==> src/rtl/prbs_pkg.sv <==
// Shared PRBS9 definitions: state encoding, sequence length, tap positions and default seed.
// Imported by the pattern source and by the BER checker.
package prbs_pkg;

    typedef enum logic [1:0] {
        IDLE = 2'd0,
        RUN  = 2'd1,
        LOAD = 2'd2
    } prbs_state_e;

    localparam int         PRBS9_LEN    = 511;
    localparam int         PRBS9_TAP_HI = 8;
    localparam int         PRBS9_TAP_LO = 4;
    localparam logic [8:0] PRBS9_SEED   = 9'h1AA;

    // An all-zero seed would lock the LFSR, so it is replaced by the fallback.
    function automatic logic [8:0] prbs9_guard_seed(input logic [8:0] seed,
                                                    input logic [8:0] fallback);
        return (seed == 9'd0) ? fallback : seed;
    endfunction

endpackage

==> src/rtl/prbs9_source_if.sv <==
// Control and symbol-stream bundle of the PRBS9 source; master = source, slave = consumer.
interface prbs9_source_if #(
    parameter int WRAP_W = 16
);
    logic              i_enable;
    logic              i_load;
    logic [8:0]        i_seed;
    logic              o_bit;
    logic              o_valid;
    logic              o_sync;
    logic [WRAP_W-1:0] o_wrap_cnt;
    logic [1:0]        o_state;

    modport master (
        input  i_enable, i_load, i_seed,
        output o_bit, o_valid, o_sync, o_wrap_cnt, o_state
    );

    modport slave (
        output i_enable, i_load, i_seed,
        input  o_bit, o_valid, o_sync, o_wrap_cnt, o_state
    );
endinterface

==> src/rtl/prbs9_lfsr.sv <==
// 9-bit Fibonacci LFSR for x^9+x^5+1 with load, shift enable and MSB output.
module prbs9_lfsr
    import prbs_pkg::*;
#(
    parameter logic [8:0] SEED = PRBS9_SEED
) (
    input  logic       clock,
    input  logic       i_reset,
    input  logic       i_load,
    input  logic [8:0] i_load_value,
    input  logic       i_shift,
    output logic       o_msb
);
    logic [8:0] lfsr_reg;
    logic [8:0] lfsr_next;
    logic [8:0] shifted;

    assign shifted[0] = lfsr_reg[PRBS9_TAP_HI] ^ lfsr_reg[PRBS9_TAP_LO];

    genvar gi;
    generate
        for (gi = 1; gi < 9; gi++) begin : g_shift
            assign shifted[gi] = lfsr_reg[gi-1];
        end
    endgenerate

    always_comb begin
        lfsr_next = lfsr_reg;
        if (i_load) begin
            lfsr_next = i_load_value;
        end else if (i_shift) begin
            lfsr_next = shifted;
        end
    end

    always_ff @(posedge clock or negedge i_reset) begin
        if (!i_reset) begin
            lfsr_reg <= SEED;
        end else begin
            lfsr_reg <= lfsr_next;
        end
    end

    assign o_msb = lfsr_reg[8];
endmodule

==> src/rtl/prbs9_source.sv <==
// PRBS9 symbol source: one bit per OS_FACTOR clocks with sync pulse, wrap counter and seed reload.
// Optional one-shot bit-error injection is compiled in with PRBS_ERR_INJECT_EN.
module prbs9_source
    import prbs_pkg::*;
#(
    parameter logic [8:0] SEED      = PRBS9_SEED,
    parameter int         OS_FACTOR = 4,
    parameter int         PH_W      = 4,
    parameter int         WRAP_W    = 16
) (
    input  logic           clock,
    input  logic           i_reset,
`ifdef PRBS_ERR_INJECT_EN
    input  logic           i_inject,
`endif
    prbs9_source_if.master bus
);
    prbs_state_e       state_reg, state_next;
    logic [PH_W-1:0]   phase_reg, phase_next;
    logic [8:0]        sym_idx_reg, sym_idx_next;
    logic [WRAP_W-1:0] wrap_cnt_reg, wrap_cnt_next;
    logic              bit_reg, bit_next;
    logic              valid_reg, valid_next;
    logic              sync_reg, sync_next;

    logic       lfsr_msb;
    logic       emit_bit;
    logic       advance;
    logic       tick;
    logic [8:0] load_value;

    // The entry cycle into RUN does not count, so a resume costs one idle clock but keeps phase.
    assign advance    = (state_reg == RUN) && bus.i_enable && !bus.i_load;
    assign tick       = advance && (phase_reg == PH_W'(OS_FACTOR - 1));
    assign load_value = prbs9_guard_seed(bus.i_seed, SEED);

    prbs9_lfsr #(.SEED(SEED)) u_lfsr (
        .clock        (clock),
        .i_reset      (i_reset),
        .i_load       (bus.i_load),
        .i_load_value (load_value),
        .i_shift      (tick),
        .o_msb        (lfsr_msb)
    );

`ifdef PRBS_ERR_INJECT_EN
    logic inject_armed_reg, inject_armed_next;

    // A pulse landing on the strobe cycle itself corrupts that strobe.
    assign emit_bit = lfsr_msb ^ (inject_armed_reg | i_inject);

    always_comb begin
        inject_armed_next = inject_armed_reg | i_inject;
        if (bus.i_load || tick) begin
            inject_armed_next = 1'b0;
        end
    end

    always_ff @(posedge clock or negedge i_reset) begin
        if (!i_reset) begin
            inject_armed_reg <= 1'b0;
        end else begin
            inject_armed_reg <= inject_armed_next;
        end
    end
`else
    assign emit_bit = lfsr_msb;
`endif

    always_comb begin
        state_next = state_reg;
        if (bus.i_load) begin
            state_next = LOAD;
        end else begin
            case (state_reg)
                IDLE:    if (bus.i_enable)  state_next = RUN;
                RUN:     if (!bus.i_enable) state_next = IDLE;
                LOAD:    state_next = bus.i_enable ? RUN : IDLE;
                default: state_next = IDLE;
            endcase
        end
    end

    always_comb begin
        phase_next    = phase_reg;
        sym_idx_next  = sym_idx_reg;
        wrap_cnt_next = wrap_cnt_reg;
        bit_next      = bit_reg;
        valid_next    = 1'b0;
        sync_next     = 1'b0;
        if (bus.i_load) begin
            phase_next    = '0;
            sym_idx_next  = '0;
            wrap_cnt_next = '0;
        end else if (tick) begin
            phase_next = '0;
            bit_next   = emit_bit;
            valid_next = 1'b1;
            sync_next  = (sym_idx_reg == 9'd0);
            if (sym_idx_reg == 9'(PRBS9_LEN - 1)) begin
                sym_idx_next = '0;
                if (wrap_cnt_reg != '1) begin
                    wrap_cnt_next = wrap_cnt_reg + 1'b1;
                end
            end else begin
                sym_idx_next = sym_idx_reg + 9'd1;
            end
        end else if (advance) begin
            phase_next = phase_reg + 1'b1;
        end
    end

    always_ff @(posedge clock or negedge i_reset) begin
        if (!i_reset) begin
            state_reg    <= IDLE;
            phase_reg    <= '0;
            sym_idx_reg  <= '0;
            wrap_cnt_reg <= '0;
            bit_reg      <= 1'b0;
            valid_reg    <= 1'b0;
            sync_reg     <= 1'b0;
        end else begin
            state_reg    <= state_next;
            phase_reg    <= phase_next;
            sym_idx_reg  <= sym_idx_next;
            wrap_cnt_reg <= wrap_cnt_next;
            bit_reg      <= bit_next;
            valid_reg    <= valid_next;
            sync_reg     <= sync_next;
        end
    end

    assign bus.o_bit      = bit_reg;
    assign bus.o_valid    = valid_reg;
    assign bus.o_sync     = sync_reg;
    assign bus.o_wrap_cnt = wrap_cnt_reg;
    assign bus.o_state    = state_reg;
endmodule

==> src/flat_wrapper.sv <==
// flat-port wrapper written by rule: the top's interface ports become plain ports
module prbs9_source_flat import prbs_pkg::*;
#(
    parameter logic [8:0] SEED      = PRBS9_SEED,
    parameter int         OS_FACTOR = 4,
    parameter int         PH_W      = 4,
    parameter int         WRAP_W    = 16
)
  (clock, i_reset, bus_i_enable, bus_i_load, bus_i_seed, bus_o_bit, bus_o_valid, bus_o_sync, bus_o_wrap_cnt, bus_o_state);
  prbs9_source_if #(.WRAP_W(WRAP_W)) bus_i ();
  input  logic clock;
  input  logic i_reset;
  input wire logic [$bits(bus_i.i_enable)-1:0] bus_i_enable;
  input wire logic [$bits(bus_i.i_load)-1:0] bus_i_load;
  input wire logic [$bits(bus_i.i_seed)-1:0] bus_i_seed;
  output wire logic [$bits(bus_i.o_bit)-1:0] bus_o_bit;
  output wire logic [$bits(bus_i.o_valid)-1:0] bus_o_valid;
  output wire logic [$bits(bus_i.o_sync)-1:0] bus_o_sync;
  output wire logic [$bits(bus_i.o_wrap_cnt)-1:0] bus_o_wrap_cnt;
  output wire logic [$bits(bus_i.o_state)-1:0] bus_o_state;
  assign bus_i.i_enable = bus_i_enable;
  assign bus_i.i_load = bus_i_load;
  assign bus_i.i_seed = bus_i_seed;
  assign bus_o_bit = bus_i.o_bit;
  assign bus_o_valid = bus_i.o_valid;
  assign bus_o_sync = bus_i.o_sync;
  assign bus_o_wrap_cnt = bus_i.o_wrap_cnt;
  assign bus_o_state = bus_i.o_state;
  prbs9_source #(.SEED(SEED), .OS_FACTOR(OS_FACTOR), .PH_W(PH_W), .WRAP_W(WRAP_W)) u_core (.clock(clock), .i_reset(i_reset), .bus(bus_i));
endmodule
==> config.mk <==
export PLATFORM = sky130hd
export DESIGN_NAME = prbs9_source_flat
export DESIGN_NICKNAME = d
export VERILOG_FILES = /design/src/rtl/prbs_pkg.sv /design/src/rtl/prbs9_source_if.sv /design/src/rtl/prbs9_lfsr.sv /design/src/rtl/prbs9_source.sv /design/src/flat_wrapper.sv
export SDC_FILE = /design/constraint.sdc
export NUM_CORES = 1
export LEC_CHECK = 0
export BUFFER_PORTS_ARGS = -buffer_cell sky130_fd_sc_hd__buf_2
export CAP_MARGIN = 20
export CELL_PAD_IN_SITES_DETAIL_PLACEMENT = 1
export CELL_PAD_IN_SITES_GLOBAL_PLACEMENT = 1
export CORE_MARGIN = 2
export CORE_UTILIZATION = 44
export DETAILED_ROUTE_END_ITERATION = 7
export GPL_TIMING_DRIVEN = 0
export PLACE_DENSITY = 0.89
export SETUP_SLACK_MARGIN = 0.05
export SLEW_MARGIN = 5
export SYNTH_ARGS = -nofsm -noshare
export SYNTH_HDL_FRONTEND = slang
export SYNTH_HIERARCHICAL = 1
export SYNTH_SLANG_ARGS = --single-unit
==> constraint.sdc <==
create_clock -name clock -period 2.7 [get_ports clock]
set_clock_uncertainty 0.15 [all_clocks]
set_input_delay 0.405 -clock clock [delete_from_list [all_inputs] [get_ports clock]]
set_output_delay 0.405 -clock clock [all_outputs]
set_load 0.1 [all_outputs]
* After elaboration in Yosys (flattened, before gate mapping) *
Cells that the tools add are included.

storage, ports and cells
  register bits after elaboration = 43
  input port bits = 13
  output and inout port bits = 21
  logic and storage cells = 56

operators by class
  add/sub/neg operators = 3
  eq/ne operators = 7
  mux-type cells = 22
  bitwise gates (word level) = 2
  reduce and logical (&&, ||, !) cells = 14

operators by type and width
  operator                 number
  $mux W16                 4
  $mux W9                  6
  $logic_not A9 Y1         2
  $add A16 B1 Y16 const B  1
  $ne A16 B16 Y1 const B   1
  $mux W4                  3
  $add A9 B1 Y9 const B    1
  $eq A9 B9 Y1 const B     1
  $mux W2                  3
  $ne A3 B3 Y1 const B     2
  $pmux W2 S3              1
  $reduce_bool A2 Y1       3
  $mux W1                  5
  $add A4 B1 Y4 const B    1
  $eq A4 B2 Y1 const B     1
  $reduce_and A2 Y1        2
  $logic_and A1 B1 Y1      3
  $reduce_and A3 Y1        1
  $reduce_bool A3 Y1       1
  $eq A2 B1 Y1 const B     1
  $eq A2 B2 Y1 const B     1
  $logic_not A2 Y1         1
  $logic_not A1 Y1         1
  $not A1 Y1               1
  $xor A1 B1 Y1            1

* Depth between registers and ports, before layout *
  depth in word-level cells = 6
  depth in mapped cells = 7
  mapped depth without buffers = 6

* Modules after synthesis *
The synthesis kept the hierarchy.

modules (own cells, without submodules)
  module        instances  cells each  area an instance (sq um)  seq. area each (sq um)
  prbs9_source  1          218         2055.7                    850.8
  prbs9_lfsr    1          41          449.2                     231.5

* Worst setup path before layout *
Ideal clock, no wire load.

  kind = register -> register
  from = reg u_core.wrap_cnt_reg[1], in the netlist u_core/bus.o_wrap_cnt[1]
  to = reg u_core.wrap_cnt_reg[8], in the netlist u_core/bus.o_wrap_cnt[8]
  setup time = 0.128 ns
  arrival = 2.322 ns
  required time = 2.422 ns
  path slack = 0.100 ns
  stages on the path, launching flop included = 6
  buffers on the path = 0
  clock period less this slack = 2.600 ns
  cell sequence = dfrtp_1 > ha_1 > nor4bb_1 > nand4_2 > a211oi_1 > mux2_1

on the way
  word-level cells in the longest chain between the ends = 5
  elaborated cells between the ends (all ways) = 8
  classes of those cells = 1 x add/sub; 1 x eq/ne; 4 x mux; 2 x reduce/logical

ends and longest elaborated chain
  element                   line                 source
  start: declaration        prbs9_source.sv:21   logic [WRAP_W-1:0] wrap_cnt_reg, wrap_cnt_next;
  start signal: assignment  prbs9_source.sv:126  wrap_cnt_reg <= wrap_cnt_next;
  $add A16 B1 Y16           prbs9_source.sv:103  wrap_cnt_next = wrap_cnt_reg + 1'b1;
  $mux W16                  prbs9_source.sv:102  if (wrap_cnt_reg != '1) begin
  $mux W16                  prbs9_source.sv:100  if (sym_idx_reg == 9'(PRBS9_LEN - 1)) begin
  $mux W16                  prbs9_source.sv:95   end else if (tick) begin
  $mux W16                  prbs9_source.sv:91   if (bus.i_load) begin

Parallel ways exist; a longest one is shown, timed or not. The select of a mux whose other input is x is not followed.
A chain may end at the register's enable or synchronous reset.

* Worst setup path after layout *
  from = reg u_core.phase_reg[0]
  to = reg u_core.wrap_cnt_reg[5], in the netlist u_core/bus.o_wrap_cnt[5]

on the way
  word-level cells in the longest chain between the ends = 4

ends and longest elaborated chain
  element                       line                 source
  start: declaration            prbs9_source.sv:19   logic [PH_W-1:0] phase_reg, phase_next;
  start signal: assignment      prbs9_source.sv:124  phase_reg <= phase_next;
  $eq A4 B2 Y1                  prbs9_source.sv:34   assign tick = advance && (phase_reg == PH_W'(OS_FACTOR - 1));
  $logic_and A1 B1 Y1           prbs9_source.sv:34
  $reduce_bool A2 Y1 (no line)  --
  $reduce_and A3 Y1 (no line)   --

No other way between the ends.

==> summary.md <==
| Metric | Value |
|---|---|
| Required time of the critical path | 2.73 ns |
| EDFF count, synth | 0 |
| Maximum number of pins on one net before global-route repair | 44 |
| Final Core Density | 52.2% |
| Reg2reg start | u_core/phase_reg[0] |
| Area used by multi-input combinational logic | 1300 µm² |
| Vias per std cell | 5.90 |
| Worst setup slack before clock tree synthesis | 0.426 ns |
| Min-delay worst type | in2reg |
| Die X-Extent | 79.5 µm |
| Met3 GRT Util | 5.09% |
| Chip height | 79.5 µm |
| Max Slew Vio Count | 0 |
| Dominant register cell in the synthesized netlist | dfrtp_1 |
| Average routed wire per standard cell | 17.2 µm |
| Area share of the largest cell type after synthesis | 38.0% |
| Top Ports | 34 |
| Final HPWL from detailed placement | 4.64 mm |
| CP endpoint kind | flip-flop |
| GRT Residual Overflow | 0 |
| Setup repair after global routing missed its margin | no |
| Iteration-0 DRC count of the detailed router | 102 |
| Cell type group with the largest total delay on the critical path | simple AND/OR/NAND/NOR gates |
| Clock insertion delay at the later pin of the skew report | 0.29 ns |
| Std-Cell Core Area | 5510 µm² |
| Period Utilization, post-route | 88.5% |
| Maximum capacitance violations | 0 |
| Instance area after placement | 2760 µm² |
| Mean instance size in the synthesized netlist | 9.67 µm² |
| Final setup fails | 0 |
| Deepest clock path buffer count | 2 |
| Worst-Margin Slew | 0.546 ns |
| Top post-synthesis cells by count | 38 x dfrtp_1, 27 x nand2_1, 17 x o21ai_0 |
| Endpoints failing hold | 0 |
| Vias in the first global route | 2339 |
| Final Instance Area | 2870 µm² |
| Setup slack on the worst flop-to-flop path | 0.31 ns |
| Full die area | 6310 µm² |
| Sum of negative setup slack | 0 ns |
| Critical Path Source | u_core/phase_reg[0] |
| Cell with the most instances after synthesis | dfrtp_1 |
| GRT met1 Usage | 29.2% |
| Syn. warnings | 6 |
| TritonCTS Sinks | 43 |
| Post-synthesis register bit count | 43 |
| Power Dens Cells | 409 nW/µm² |
| Antenna Nets Post-Route | 0 |
| Post-cts repair resize count | 0 |
| Number of cells in the design after placement | 363 |
| Static Leakage | 1.23 nW |
| Most area-consuming cells after synthesis | dfrtp_1 38%, dfstp_2 5.2%, nand2_1 4.0% |
| Number of standard-cell rows in the floorplan | 27 |
| Launching element type of the critical path | flip-flop |
| Proportion of register bits with asynchronous set or reset after synthesis | 100% |
| Netlist cell types | 58 |
| Area taken by flip-flops and latches | 1080 µm² |
| Run status | finished, final reports clean |
| Number of remaining DRC errors | 0 |
| First-pass GRT wire length | 11.3 mm |
| Worst setup path endpoint | u_core/bus.o_wrap_cnt[5] |
| Cell count after synthesis | 259 |
| Post-Syn Area | 2500 µm² |
| Cell Chain, Critical Path | ha_1 > nor3b_2 > nand3_1 > nor4_1 > mux2_1 |
| Count of antenna diodes in the layout | 0 |
| Met2 track utilization from global routing | 38.6% |
| Tightest slew margin relative to the limit | 63.3% |
| Number of nets at the end of the flow | 318 |
| Antenna violations before repair | 0 |
| Setup slack after layout | 0.310 ns |
| CTS tree | yes |
| P&R area growth vs syn | 14.7% |
| Combined buffer and inverter count along the critical path | 0 |
| H-tree depth | 2 |
| Effective utilization at floorplan | 45.5% |
| Total number of vias | 2199 |
| Endpoint arrival time on the critical path | 2.42 ns |
| CTS Buf Count | 5 |
| Busiest layer in global routing | met2 |
| Proportion of layout cells with a drive suffix above 1 | 24.6% |
| Overall routed net length | 6.41 mm |
| Setup CP Type | reg2reg |
| Largest register FFs | 16 |
| Gpl congestion | 0.880 |
| Total nets after synthesis | 277 |
| Cell accounting for the most synthesized area | dfrtp_1 |
| Clock root buffer | clkbuf_8 |
| Drt pass-1 iters | 4 |
| Peak supply drop | 282 µV |
| Max stage delay cell, worst path | nor3b_2 |
| Sequential-to-total area share from yosys stat | 43.2% |
| Worst-path maximum fanout | 6 |
| R2R depth | 5 |
| Overall track demand over capacity in global routing | 22.6% |
| Buffers added on ports | 32 |
| Number of cells on the critical path | 5 |
| End of the worst register-to-register path | u_core/bus.o_wrap_cnt[5] |
| FMAX | 418 MHz |
| Post-layout min period | 2.39 ns |
| Clock slew at the register clock pins of the worst setup and hold paths | 0.09 ns |
| Fillcell total | 654 |
| Number of cells in the finished layout apart from fillers | 373 |
| CP max stage delay | 0.43 ns |
layout by cell type, fill, tap and decap left out, types with 3 or more instances in the layout:
cell type and n:
and3_1 3, or3_1 7, a31oi_1 4, and4_1 4
a211oi_1 6, inv_1 7, clkbuf_1 5, clkbuf_8 5
nor2_1 9, o21ai_0 17, nand3_1 7, mux2_1 3
dfstp_2 5, nand4_1 8, or2_2 4, o31ai_1 3
nor2b_1 3, a21oi_1 16, nand2_1 27, buf_2 38
mux2i_1 8, buf_6 3, ha_1 5, dfrtp_1 38
nor4_1 8, nor3_1 9
how the worst min path moves through the flow:
stage	startpoint	to	slack (ns)	depth (start not counted)
6_report	bus_i_load	u_core/u_lfsr/lfsr_reg[7]	0.16	2
5_1_grt	bus_i_load	u_core/u_lfsr/lfsr_reg[8]	0.16	2
4_1_cts	i_reset	u_core/bus.o_wrap_cnt[2]	0.14	1
3_5_place_dp	u_core/bus.o_bit	u_core/bus.o_bit	0.31	2
3_3_place_gp	u_core/bus.o_bit	u_core/bus.o_bit	0.31	2
2_1_floorplan	i_reset	u_core/bus.o_bit	-0.04	0
cells by family after synthesis:
group           after synthesis  share of synthesized area [%]
buf+inv                      24                           4.80
compound gates               56                           14.1
flops                        43                           43.2
fa+ha+maj                     5                           2.50
simple gates                116                           29.3
mux                          12                           5.00
xor+xnor                      3                           1.05
routing by layer:
| layer | vias up | wire, µm |
|---|---|---|
| li1 | 1042 | - |
| met1 | 1110 | 2920 |
| met2 | 43 | 3240 |
| met3 | 4 | 222 |
| met4 | 0 | 27 |
| met5 | - | 0 |
timing repair:
action	4_1_cts	5_1_grt
hold endpoints to repair	0	16
endpoints found under the setup margin	0	0
buffers inserted	0	0
hold buffers	0	1
per-stage QoR:
| stage | power (mW) | hold WS [ns] |
|---|---|---|
| CTS | 1.19 | 0.135 |
| detailed placement | 0.778 | 0.314 |
| global route | 1.24 | 0.157 |
| global placement | 0.774 | 0.313 |
| finish | 1.18 | 0.160 |
| floorplan | 0.737 | -0.0406 |
cell type report:
cell class / instances / area share (%)
clock inverter: 3 / 0.697
clock buffer: 5 / 2.39
multi-input combinational: 192 / 45.3
inverter: 8 / 1.04
sequential: 43 / 37.7
tap: 72 / 3.13
timing repair buffer: 34 / 6.62
buffer: 16 / 3.13
power breakdown:
group	total, mW	internal [mW]	switching (mW)
logic	0.0961	0.0330	0.0632
registers	0.674	0.663	0.0109
clock network	0.406	0.180	0.226
Power figures use the tool's default switching activity.
